==> src/rtl/mode_reg_bank.sv <==
// Parametrised register bank: one write port (load/inc/dec/clear) and two registered read ports.
// A wrap pulse flags increment or decrement roll-over.
module mode_reg_bank #(
   parameter int                 WIDTH     = 12,
   parameter int                 DEPTH     = 8,
   parameter bit                 BYPASS    = 1'b1,
   parameter logic [WIDTH-1:0]   RESET_VAL = '0,
   localparam int                AW        = (DEPTH > 2) ? $clog2(DEPTH) : 1
) (
   input  logic             clk,
   input  logic             rst,
   input  logic             wrEn,
   input  logic [AW-1:0]    wrAddr,
   input  logic [1:0]       op,
   input  logic [WIDTH-1:0] dataIn,
   input  logic [AW-1:0]    rdAddrA,
   input  logic [AW-1:0]    rdAddrB,
   output logic [WIDTH-1:0] dataOutA,
   output logic [WIDTH-1:0] dataOutB,
   output logic             zeroA,
   output logic             wrap
);

   localparam logic [AW:0]      DepthL  = (AW+1)'(DEPTH);
   localparam logic [WIDTH-1:0] AllOnes = '1;

   logic [WIDTH-1:0] regs_q [DEPTH];
   logic [WIDTH-1:0] dataA_q, dataB_q, dataA_d, dataB_d;
   logic             zeroA_q, wrap_q, wrap_d;
   logic             wrValid;
   logic [WIDTH-1:0] oldVal, newVal;

   // Resolve the write: validity, pre-write value, op result and roll-over detection
   always_comb begin
      wrValid = wrEn && ({1'b0, wrAddr} < DepthL);
      oldVal  = wrValid ? regs_q[wrAddr] : '0;
      newVal  = oldVal;
      wrap_d  = 1'b0;
      case (op)
         2'b00: newVal = dataIn;
         2'b01: begin
            newVal = oldVal + 1'b1;
            wrap_d = wrValid && (oldVal == AllOnes);
         end
         2'b10: begin
            newVal = oldVal - 1'b1;
            wrap_d = wrValid && (oldVal == '0);
         end
         default: newVal = '0;
      endcase
   end

   function automatic logic [WIDTH-1:0] readPort(input logic [AW-1:0] addr);
      if ({1'b0, addr} >= DepthL)
         return '0;
      else if (BYPASS && wrValid && (addr == wrAddr))
         return newVal;
      else
         return regs_q[addr];
   endfunction

   // Read paths see either the post-write value (bypass) or the stored one
   always_comb begin
      dataA_d = readPort(rdAddrA);
      dataB_d = readPort(rdAddrB);
   end

   always_ff @(posedge clk) begin
      if (rst) begin
         for (int i = 0; i < DEPTH; i++) regs_q[i] <= RESET_VAL;
         dataA_q <= RESET_VAL;
         dataB_q <= RESET_VAL;
         zeroA_q <= (RESET_VAL == '0);
         wrap_q  <= 1'b0;
      end else begin
         if (wrValid) regs_q[wrAddr] <= newVal;
         dataA_q <= dataA_d;
         dataB_q <= dataB_d;
         zeroA_q <= (dataA_d == '0);
         wrap_q  <= wrap_d;
      end
   end

   assign dataOutA = dataA_q;
   assign dataOutB = dataB_q;
   assign zeroA    = zeroA_q;
   assign wrap     = wrap_q;

endmodule

==> config.mk <==
export PLATFORM = sky130hd
export DESIGN_NAME = mode_reg_bank
export DESIGN_NICKNAME = d
export VERILOG_FILES = /design/src/rtl/mode_reg_bank.sv
export SDC_FILE = /design/constraint.sdc
export NUM_CORES = 1
export LEC_CHECK = 0
export CORE_AREA = 4 4 124 126
export CTS_CLUSTER_DIAMETER = 80
export DETAILED_ROUTE_END_ITERATION = 8
export DIE_AREA = 0 0 128 130
export PLACE_DENSITY = 0.84
export SETUP_SLACK_MARGIN = 0.15
export SYNTH_ARGS = -nofsm -noshare
export SYNTH_HDL_FRONTEND = slang
export SYNTH_SLANG_ARGS = --single-unit
export TNS_END_PERCENT = 5
==> constraint.sdc <==
create_clock -name clk -period 6.6 [get_ports clk]
set_input_delay 1.32 -clock clk [delete_from_list [all_inputs] [get_ports clk]]
set_output_delay 1.32 -clock clk [all_outputs]
set_load 0.01 [all_outputs]
Word-level counts from Yosys, hierarchy flattened
Memory sizes are Yosys's and may differ from the RTL's. A register that Yosys moved wholly into a read port is not among the register bits.
Cells that the tools add are included.
{ "classes": {"addsub": 2, "n_eq_ne": 4, "muxes": 12, "n_reduce_logical": 7} }
{ "ops": {"columns": ["operator", "n"], "rows": [
  ["$mux 12", 3],
  ["$pmux 12 s3", 1],
  ["$logic_not 12->1", 2],
  ["$add 12x1->12 const B", 1],
  ["$eq 12x12->1 const B", 1],
  ["$reduce_or 12->1", 1],
  ["$sub 12x1->12 const B", 1],
  ["$mux 1", 6],
  ["$eq 3x3->1", 1],
  ["$logic_and 1x1->1", 3],
  ["$mux 3", 1],
  ["$eq 2x1->1 const B", 1],
  ["$eq 2x2->1 const B", 1],
  ["$logic_not 2->1", 1],
  ["$pmux 1 s2", 1]
]} }
{ "totals": {"ff_bits": 14, "ramBits": 96, "in_bits": 26, "out_inout_bits": 26, "memories": 1} }
{ "memory_table": {"columns": ["memory", "depth", "width", "read_ports", "rd_clocked_by_memory_dff", "wr", "line_no", "text"], "rows": [
  ["regs_q", 8, 12, 3, 1, 8, "27", "logic [WIDTH-1:0] regs_q [DEPTH];"]
]} }

Depth between registers and ports, before layout
Gate-level depths: netlist (run 1).
An unclocked memory read counts as a cell.
{ "depth": {"ltp_word": 6, "mapped_depth": 18} }

Worst setup path before layout (run 1)
Ideal clock, no wire load.
{ "synth_timing": {"path_type": "input-to-reg", "start": "input port wrAddr[2]", "end": "register zeroA_q (netlist: zeroA)", "setup_time_ns": 0.096, "arrival_ns": 5.250, "path_slack_ns": 1.254, "path_stages": 17, "path_buffers": 4, "path_cell_list": "buf_2 -> buf_4 -> clkbuf_1 -> clkbuf_1 -> mux4_2 -> mux2i_1 -> nor2_1 -> fa_1 -> a21o_1 -> a21oi_1 -> nor2_1 -> o21ai_1 -> a211oi_2 -> or3_1 -> a32oi_4 -> mux2i_1 -> o41ai_2"} }
{ "synth_between": {"elab_chain_cells": 6, "elab_cells_between_ends": 9} }
{ "synth_rtl": {"columns": ["item", "line_no", "text"], "rows": [
  ["start: declaration", "13", "input logic [AW-1:0] wrAddr,"],
  ["$mem_v2 8x12", null, null],
  ["$mux 12", "36", "oldVal = wrValid ? regs_q[wrAddr] : '0;"],
  ["$sub 12x1->12 or $add 12x1->12 (tied branches)", "46, 42", null],
  ["$pmux 12 s3", "39", "case (op)"],
  ["$mux 12 (*)", "56", "else if (BYPASS && wrValid && (addr == wrAddr))"],
  ["$logic_not 12->1 (*)", "79", "zeroA_q <= (dataA_d == '0);"],
  ["end signal: assignment", "73", "zeroA_q <= (RESET_VAL == '0);"],
  ["end signal: assignment", "79", null],
  ["end: declaration", "29", "logic zeroA_q, wrap_q, wrap_d;"]
]} }
Every way passes the cells marked *; elsewhere a longest branch is shown, timed or not.
A chain may end at the register's enable or synchronous reset.

==> qor.yml, run 1 <==
clock_sinks: 122
grt_pass1_vias: 6357
postCtsSetupBuffers: 0
period_share_pct: 87.42
end_kind: "flop"
cts_made_buffers: 17
htree_levels: 4
hold_viol: 0
clock_skew_ns: 0.007705
synth_cell_types: 67
crit_arrival_ns: 6.01
start_util_pct: 53.92
critPathRequiredTime_ns: 6.84
coreArea_sq_mm: 0.01431
start_kind: "input port"
outcome: "completed"
ios: 52
seq_area_sq_mm: 0.003403
overflow: 0
fin_cells: 891
totalWireLength_um: 23960
p_per_area_mw_per_mm2: 251.9
rsz0062_at_grt: "no"
r2r_cells: 13
avgSynthCellArea_sq_um: 11.64
hold_buffers: 0
vias_per_cell: 7.152
worstHoldStart: "regs_q[4][0]$_SDFFCE_PN0P_"
grt_usage_pct: 29.48
clk_path_buf_depth: 2
cts_tree: "yes"
syn_to_final_growth_pct: 15.48
finalSetupViolCount: 0
yosys_warnings: 0
synth_edf_count: 96
met2_usage_pct: 48.18
die_x_um: 128
routedWlPerCell_um: 26.90
design.die.area_sq_mm: 0.01664
critPathMaxFanout: 14
cts_resized: 0
peakVddDrop_v: 0.0002127
yosysTopAreaCell: "edfxtp_1"
drv_cap: 0
port_buffers: 51
synthesis.nets: 703
yosys.area.top_type_share_pct: 37.35
relSlewSlack_pct: 34.32
rows: 44
nNetsFinal: 734
async_flop_share_pct: 0
synthTopCellsByArea: "edfxtp_1 37%, mux4_2 17%, dfxtp_1 6.7%"
die_y_um: 130
fill_cells: 1014
syn_inst: 663
antenna_found_initial: 1
cts_root_buf: "clkbuf_16"
place_congestion: 0.9637
fmax_mhz: 173.3
setup_tns_ns: 0
fin_crit_ns: 5.769
placedCellCount: 859
p_leak_nw: 3.199
drc: 0
grtUsageMet3_pct: 8.391
ff2ff_setup_slack_ns: 2.34
firstDrtPassIters: 6
hold_path.class: "flop to flop"
multiInputGateArea_sq_mm: 0.004026
num_vias: 6372
drt_iter0_markers: 1037
synth_top_flop_cell: "edfxtp_1"
hpwl_um: 16150
r2r_end: "regs_q[7][11]$_SDFFCE_PN0P_"
yosys_register_bits: 122
worstMarginPinSlew_ns: 0.9821
antenna-diode-count: 0
holdPathEnd: "dataOutB[0]$_SDFF_PP0_"
slew_viol_final: 0
crit-reg2reg-launch: "regs_q[7][2]$_SDFFCE_PN0P_"
grt_max_degree: 28
min_path_cells: 3
layout_setup_ws_ns: 0.8306
path_clk_slew_ns: 0.06
post-place-ws_ns: 0.5455
drtAntennaViolNets: 0
top_usage_layer: "met2"
layout-drive-gt1-share_pct: 20.08
critical_path_class: "input port to flop"
grt_pass1_wl_um: 36490
synth_area_sq_mm: 0.007719
met1_usage_pct: 34.76
clkLatencyLatePin_ns: 0.42
seq_area_frac_synth_pct: 44.09
## worst max-delay path, stage by stage
cell and delay, ns:
clkdlybuf4s50_1 0.90, buf_4 0.33, nor2_1 0.12, a22o_1 0.26, a221oi_1 0.54, nor2_1 0.11
ha_1 0.28, a211o_1 0.26, a31o_2 0.22, and3_1 0.20, a311oi_2 0.40, nor3_1 0.13
o41ai_2 0.43, nand2_1 0.29, nor2_1 0.20
## how the worst max path moves through the flow
stage,from,end,slack [ns],cells past startpoint
final,wrAddr[0],regs_q[7][11]$_SDFFCE_PN0P_,0.83,15
after global placement,wrAddr[0],zeroA$_SDFF_PP1_,0.62,17
after detailed placement,wrAddr[0],zeroA$_SDFF_PP1_,0.55,17
after CTS,wrAddr[0],zeroA$_SDFF_PP1_,0.97,17
after floorplan,wrAddr[2],zeroA$_SDFF_PP1_,1.25,17
after global routing,wrAddr[0],zeroA$_SDFF_PP1_,0.57,15
## area by class of cell
cell class	count	area share [%]
Sequential cell	122	38.18
Clock inverter	15	1.965
Inverter	14	0.5896
Timing Repair Buffer	65	6.738
Multi-Input combinational cell	474	45.17
Tap cell	184	2.583
Clock buffer	17	4.773
## state kept, by name (all words and copies together), names as in the netlist
register / flops
regs_q: 96
zeroA: 1
dataOutB: 12
wrap: 1
dataOutA: 12
## stage by stage
| stage | power [mW] | utilization (%) | cell area, sq um | hold slack [ns] |
|---|---|---|---|---|
| detailed placement | 1.303 | 58.08 | 8313 | 0.9162 |
| finish | 2.246 | 62.27 | 8914 | 0.9309 |
| CTS | 2.240 | 62.27 | 8914 | 0.9329 |
| floorplan | 1.166 | - | 7719 | 0.8201 |
| global route | 2.312 | 62.27 | 8914 | 0.9798 |
| global placement | 1.290 | 58.08 | 8313 | 0.8847 |
## report_power, final
part / switching (mW) / internal (mW) / leakage, nW / total [mW]
registers: 0.0259 / 0.869 / 1.21 / 0.895
clock network: 0.351 / 0.592 / 0.277 / 0.944
logic: 0.237 / 0.171 / 1.71 / 0.407
## layout by cell type, fill, tap and decap left out, types with 3 or more instances in the layout
cell type / synthesis / layout
and2_1: 9 / 9
inv_1: 14 / 14
a22oi_1: 5 / 5
a21o_1: 4 / 4
a21oi_1: 15 / 15
o21ai_0: 7 / 7
a22o_1: 5 / 5
nor4_1: 4 / 3
xor2_1: 3 / 3
a221oi_1: 3 / 3
dfxtp_1: 26 / 26
ha_1: 13 / 13
nand4_1: 6 / 6
nand4b_1: 3 / 3
o21a_1: 3 / 3
nor2_1: 127 / 127
nor2b_1: 19 / 19
buf_4: 1 / 14
clkdlybuf4s50_1: 0 / 48
mux2_2: 18 / 18
nand3_1: 9 / 9
nor3_1: 6 / 6
edfxtp_1: 96 / 96
clkbuf_16: 0 / 17
o21ai_1: 3 / 3
mux2i_1: 30 / 30
a31oi_1: 5 / 5
and4_1: 4 / 4
a211oi_1: 24 / 24
xnor2_1: 6 / 6
mux4_2: 58 / 58
nand2_1: 40 / 40
buf_2: 7 / 3
clkinvlp_4: 0 / 5
bufinv_16: 0 / 3
or3_1: 3 / 3
and3_1: 5 / 5
## cell usage after synthesis (all sizes together) (3+ instances only)
cell type / instances
a211oi: 25
a21o: 4
a21oi: 16
a221oi: 3
a22o: 5
a22oi: 7
a31oi: 5
and2: 9
and3: 5
and4: 4
buf: 16
clkbuf: 37
dfxtp: 26
edfxtp: 96
ha: 13
inv: 14
mux2: 18
mux2i: 30
mux4: 58
nand2: 40
nand3: 9
nand4: 6
nand4b: 3
nor2: 127
nor2b: 19
nor3: 6
nor4: 4
o21a: 3
o21ai: 11
o31ai: 3
or3: 3
xnor2: 6
xor2: 3
## logic make-up (layout without fill, tap and decap cells)
kind of cell    after synthesis  count (layout)  share of synthesized area, %
fa+ha+maj                    14              14                         2.367
xor+xnor                      9               9                         1.021
compound gates              104             104                         11.10
simple gates                241             241                         14.15
buf+inv                      67             111                         3.826
flops                       122             122                         44.09
mux                         106             106                         23.44
## layer usage
layer | vias to the layer above | part of all wire, %
li1 | 2598 | -
met1 | 3088 | 34
met2 | 542 | 48
met3 | 142 | 12
met4 | 2 | 6.3
met5 | - | 0.092
(Power assumes the default switching activity.)
==> inputs of run 2 (changes only) <==
--- a/config.mk
+++ b/config.mk
@@ -9,6 +9,7 @@
 export CTS_CLUSTER_DIAMETER = 80
 export DETAILED_ROUTE_END_ITERATION = 8
 export DIE_AREA = 0 0 128 130
+export GPL_TIMING_DRIVEN = 0
 export PLACE_DENSITY = 0.84
 export SETUP_SLACK_MARGIN = 0.15
 export SYNTH_ARGS = -nofsm -noshare
==> run 2 against run 1 <==
  * First-iteration DRC count fell by 2.5%
  * Clock power decreased by 7.9%
  * Cell count up 3.6%
  * Count of clock-buffer cells in the layout increased by 4
  * Global-route usage increased by 1.8 points
==> qor.yml, run 2 (synthesized netlist as in run 1, its figures left out) <==
outcome: "completed"
grt_max_degree: 18  # -36%
drtAntennaViolNets: 0  # unchanged
overflow: 0  # unchanged
worstMarginPinSlew_ns: 1.266  # +0.2835 ns
end_kind: "flop"
crit_arrival_ns: 6.50  # +0.49 ns
ff2ff_setup_slack_ns: 2.32  # -0.02 ns
path_clk_slew_ns: 0.06  # about the same
critical_path_class: "input port to flop"
start_util_pct: 53.92  # unchanged
ios: 52  # unchanged
combPwrFrac_pct: 19.1  # +1.0 points
cts_tree: "yes"
drt_iter0_markers: 1011  # -2.5%
regMostFlops: "regs_q"
antenna_found_initial: 0  # -1
slew_viol_final: 0  # unchanged
final_common_cell: "nor2_1"
start_kind: "input port"
utilization_pct: 62.47  # +0.20 points
grt_pass1_wl_um: 38090  # +4.4%
p_clk_share_pct: 39.9  # -2.1 points
firstDrtPassIters: 6  # unchanged
design_power_total_mw: 2.181  # -2.9%
rsz0062_at_grt: "no"
cts_root_buf: "clkbuf_16"
clock_sinks: 122  # unchanged
relSlewSlack_pct: 14.84  # -19 points
fin_cells: 923  # +3.6%
htree_levels: 4  # unchanged
fin_crit_ns: 6.233  # +0.4638 ns
layout-drive-gt1-share_pct: 18.97  # -1.1 points
finalSetupViolCount: 0  # unchanged
syn_to_final_growth_pct: 15.85
grt_usage_pct: 31.25  # +1.8 points
switching_share_pct: 28.75  # +1.4 points
post-place-ws_ns: -0.4728  # -1.018 ns
p_per_area_mw_per_mm2: 243.9  # -3.2%
coreArea_sq_mm: 0.01431  # unchanged
design.die.area_sq_mm: 0.01664  # unchanged
clk_path_buf_depth: 2  # unchanged
critPathMaxFanout: 10  # -4
peakVddDrop_v: 0.0002037  # -4.2%
clock_skew_ns: 0.01174  # +0.004035 ns
cts_made_buffers: 17  # unchanged
period_share_pct: 94.44  # +7.0 points
placedCellCount: 890  # +3.6%
hold_viol: 0  # unchanged
clkLatencyLatePin_ns: 0.43  # about the same
p_int_mw: 1.554  # -4.8%
grt_pass1_vias: 6506  # +2.3%
postCtsSetupBuffers: 0  # unchanged
p_leak_nw: 3.206  # +0.19%
die_y_um: 130  # unchanged
drc: 0  # unchanged
nNetsFinal: 765  # +4.2%
vias_per_cell: 7.063  # -1.2%
largest_reg_flops: 96  # unchanged
hpwl_um: 17440  # +8.0%
critPathRequiredTime_ns: 6.87  # +0.03 ns
rows: 44  # unchanged
hold_ws_ns: 0.9361  # +0.005248 ns
final_cell_mix: "127 x nor2_1, 96 x edfxtp_1, 58 x mux4_2"
seqPwrFrac_pct: 41.0  # +1.1 points
routedWlPerCell_um: 27.34  # +1.6%
place_congestion: 0.9677  # +0.42%
power_switching_uw: 627.0  # +2.2%
hold_path.class: "flop to flop"
die_x_um: 128  # unchanged
totalWireLength_um: 25230  # +5.3%
layout_setup_ws_ns: 0.3668  # -0.4638 ns
fmax_mhz: 160.4  # -7.4%
num_vias: 6519  # +2.3%
port_buffers: 43  # -16%
drv_cap: 0  # unchanged
==> run 2: cell types whose count changed in the layout (fill, tap and decap cells not counted), sizes merged <==
cell,change
diode,+1
clkbuf,+42
buf,-2
clkinvlp,-5
clkdlybuf4s50,-5
bufinv,-3
clkinv,+4
==> run 2: power groups by stage <==
stage	Clock, mW	Sequential [mW]	Combinational [mW]
after global routing	0.902	0.897	0.436
final	0.869	0.895	0.417
after CTS	0.860	0.893	0.403
after floorplan	0	0.905	0.261
after global placement	0	0.904	0.393
after detailed placement	0	0.908	0.399
==> run 2: timing repair <==
action,CTS,global route
resized for setup,1,5
endpoints found under the setup margin,1,20
hold buffers,0,0
==> run 2: final timing paths <==
path / to / cells past startpoint / startpoint
min reg2reg: dataOutB[5]$_SDFF_PP0_ / 3 / regs_q[7][5]$_SDFFCE_PN0P_
min: dataOutB[5]$_SDFF_PP0_ / 3 / regs_q[7][5]$_SDFFCE_PN0P_
max: regs_q[5][11]$_SDFFCE_PN0P_ / 17 / wrAddr[1]
max reg2reg: regs_q[5][11]$_SDFFCE_PN0P_ / 13 / regs_q[7][3]$_SDFFCE_PN0P_
==> run 2: layout make-up <==
class                           count  area, sq um
Fill cell                        1042         5371
Multi-Input combinational cell    474         4033
Sequential cell                   122         3403
Clock buffer                       21        475.5
Timing Repair Buffer               43        430.4
Buffer                             53        246.5
Tap cell                          184        230.2
Clock inverter                     11        68.82
Inverter                           14        52.55
Antenna cell                        1        2.502
==> run 2: critical path, stage by stage <==
cell,delay (ns)
clkdlybuf4s50_1,0.69
buf_6,0.20
buf_2,0.34
clkbuf_4,0.35
mux4_2,0.55
mux2i_2,0.31
nor2_1,0.08
ha_1,0.38
a21oi_1,0.18
nand2b_1,0.17
o211ai_2,0.13
and3_1,0.21
a311oi_2,0.37
nor3_1,0.15
o41ai_2,0.51
nand2_1,0.36
nor2_1,0.21
==> run 2: stage by stage <==
| stage | setup TNS, ns | instance area (sq um) |
|---|---|---|
| 3_3_place_gp | -0.4970 | 8379 |
| 3_5_place_dp | -0.5762 | 8379 |
| 5_1_grt | 0 | 8940 |
| 4_1_cts | 0 | 8929 |
| 6_report | 0 | 8942 |
| 2_1_floorplan | 0 | 7719 |
==> run 2: per-layer routing <==
metal	global-route usage [%]	share of wire [%]
met1	38.48	34
met2	50.89	47
met3	7.041	12
met4	18.48	6.2
met5	0	0
==> inputs of run 3 (changes only) <==
--- a/config.mk
+++ b/config.mk
@@ -10,6 +10,7 @@
 export DETAILED_ROUTE_END_ITERATION = 8
 export DIE_AREA = 0 0 128 130
 export GPL_TIMING_DRIVEN = 0
+export MAX_ROUTING_LAYER = met4
 export PLACE_DENSITY = 0.84
 export SETUP_SLACK_MARGIN = 0.15
 export SYNTH_ARGS = -nofsm -noshare
==> run 3 against run 2 <==
  * Critical path type unchanged
  * Global-route usage up 0.060 points
  * Power up 4.7%
  * Combinational power down 1%
  * The run now ends with DRC left
  * Sequential cell count unchanged
  * Critical path depth unchanged
  * First-iteration DRC count down 1.6%
  * Largest cell class unchanged
  * Clock skew down 0.0018 ns
  * Cell count down 0.11%
==> qor.yml, run 3 (synthesized netlist as in run 1, its figures left out) <==
fill_cells: 1074  # +3.1%
critPathMaxFanout: 10  # unchanged
placedCellCount: 890  # unchanged
power_switching_uw: 613.1  # -2.2%
postCtsSetupBuffers: 0  # unchanged
firstDrtPassIters: 9  # +3
crit_arrival_ns: 6.54  # +0.04 ns
seq_area_sq_mm: 0.003403  # unchanged
setup_tns_ns: 0  # unchanged
seqPwrFrac_pct: 39.2  # -1.8 points
fin_cells: 922  # -0.11%
totalWireLength_um: 24790  # -1.8%
die_x_um: 128  # unchanged
crit-reg2reg-launch: "regs_q[0][1]$_SDFFCE_PN0P_"
rows: 44  # unchanged
critPathLaunch: "wrAddr[1]"
design.die.area_sq_mm: 0.01664  # unchanged
drtAntennaViolNets: 0  # unchanged
p_per_area_mw_per_mm2: 253.6  # +4.0%
period_share_pct: 94.21  # -0.23 points
cts_tree: "yes"
clock_sinks: 122  # unchanged
grt_pass1_wl_um: 37150  # -2.5%
outcome: "finished with violations"
critPathRequiredTime_ns: 6.92  # +0.05 ns
clk_path_buf_depth: 2  # unchanged
post-place-ws_ns: -0.3827  # +0.09004 ns
path_clk_slew_ns: 0.06  # about the same
place_area_sq_mm: 0.008379  # unchanged
drv_cap: 0  # unchanged
design_power_total_mw: 2.284  # +4.7%
grt_pass1_vias: 6539  # +0.51%
fmax_mhz: 160.8  # +0.24%
cts_made_buffers: 17  # unchanged
utilization_pct: 62.90  # +0.43 points
grt_max_degree: 18  # unchanged
num_vias: 6378  # -2.2%
worstHoldStart: "regs_q[4][0]$_SDFFCE_PN0P_"
fin_crit_ns: 6.218  # -0.01520 ns
layout_setup_ws_ns: 0.3820  # +0.01520 ns
worstMarginPinSlew_ns: 1.321  # +0.05535 ns
place_congestion: 1.043  # +7.8%
clock_skew_ns: 0.009952  # -0.001788 ns
layout-drive-gt1-share_pct: 18.56  # -0.41 points
port_buffers: 43  # unchanged
ios: 52  # unchanged
p_int_mw: 1.670  # +7.5%
start_kind: "input port"
antenna-diode-count: 0  # -1
slew_viol_final: 0  # unchanged
hold_buffers: 0  # unchanged
die_y_um: 130  # unchanged
drc: 1  # +1
switching_share_pct: 26.85  # -1.9 points
final_cell_mix: "127 x nor2_1, 96 x edfxtp_1, 58 x mux4_2"
combPwrFrac_pct: 18.1  # -1.0 points
multiInputGateArea_sq_mm: 0.004033  # unchanged
hold_ws_ns: 0.8988  # -0.03733 ns
grt_usage_pct: 31.31  # +0.060 points
syn_to_final_growth_pct: 16.65
htree_levels: 4  # unchanged
routedWlPerCell_um: 26.89  # -1.7%
final_cell_area_sq_mm: 0.009004  # +0.69%
peakVddDrop_v: 0.0001912  # -6.2%
hpwl_um: 17220  # -1.3%
hold_path.class: "flop to flop"
clkLatencyLatePin_ns: 0.42  # about the same
antenna_found_initial: 0  # unchanged
cts_root_buf: "clkbuf_16"
end_kind: "flop"
vias_per_cell: 6.918  # -2.1%
nNetsFinal: 765  # unchanged
finalSetupViolCount: 0  # unchanged
largest_reg_flops: 96  # unchanged
hold_viol: 0  # unchanged
relSlewSlack_pct: 11.12  # -3.7 points
rsz0062_at_grt: "no"
drt_iter0_markers: 995  # -1.6%
violations: "DRC"
p_leak_nw: 3.225  # +0.60%
regMostFlops: "regs_q"
start_util_pct: 53.92  # unchanged
overflow: 0  # unchanged
final_common_cell: "nor2_1"
coreArea_sq_mm: 0.01431  # unchanged
critical_path_class: "input port to flop"
p_clk_share_pct: 42.7  # +2.8 points
==> run 3: per-layer routing <==
metal	vias to the layer above	GRT usage [%]	routed length [um]
met5	-	-	0
met4	0	19.16	1486
met3	130	7.368	3169
met2	592	49.75	11890
met1	2992	36.23	8237
li1	2664	-	-
==> run 3: path summary, 6_finish.rpt <==
path	endpoint	slack [ns]	depth (start not counted)
worst max-delay path	zeroA$_SDFF_PP1_	0.38	17
worst max register to register	zeroA$_SDFF_PP1_	2.37	13
worst min-delay path	dataOutB[0]$_SDFF_PP0_	0.90	3
worst min register to register	dataOutB[0]$_SDFF_PP0_	0.90	3
==> run 3: power groups by stage <==
stage | sequential, mW | clock (mW) | combinational (mW)
after floorplan | 0.905 | 0 | 0.261
after global placement | 0.904 | 0 | 0.391
after detailed placement | 0.908 | 0 | 0.397
after CTS | 0.893 | 0.968 | 0.402
after global routing | 0.897 | 1.01 | 0.434
final | 0.894 | 0.976 | 0.413
==> run 3: timing repair <==
item / 4_1_cts / 5_1_grt
resized for setup: 1 / 4
pin swaps: 0 / 0
setup endpoints to repair: 1 / 3
==> run 3: final cells by class <==
type / count / share of cell area (%)
tap: 184 / 2.557
inverter: 14 / 0.5837
clock inverter: 12 / 1.932
sequential: 122 / 37.80
timing repair buffer: 43 / 4.780
multi-input combinational: 474 / 44.79
clock buffer: 20 / 4.850
buffer: 53 / 2.710
==> run 3: critical path, cell delays in order <==
cell and delay, ns:
clkdlybuf4s50_1 0.67, buf_6 0.20, buf_2 0.32, buf_2 0.38, clkbuf_2 0.34, mux2i_2 0.40, nor2_1 0.14, fa_1 0.46
a21o_1 0.21, a21oi_1 0.31, nor2_1 0.10, o21ai_1 0.22, a211oi_2 0.15, or3_1 0.37, a32oi_4 0.42, mux2i_1 0.17
o41ai_2 0.35
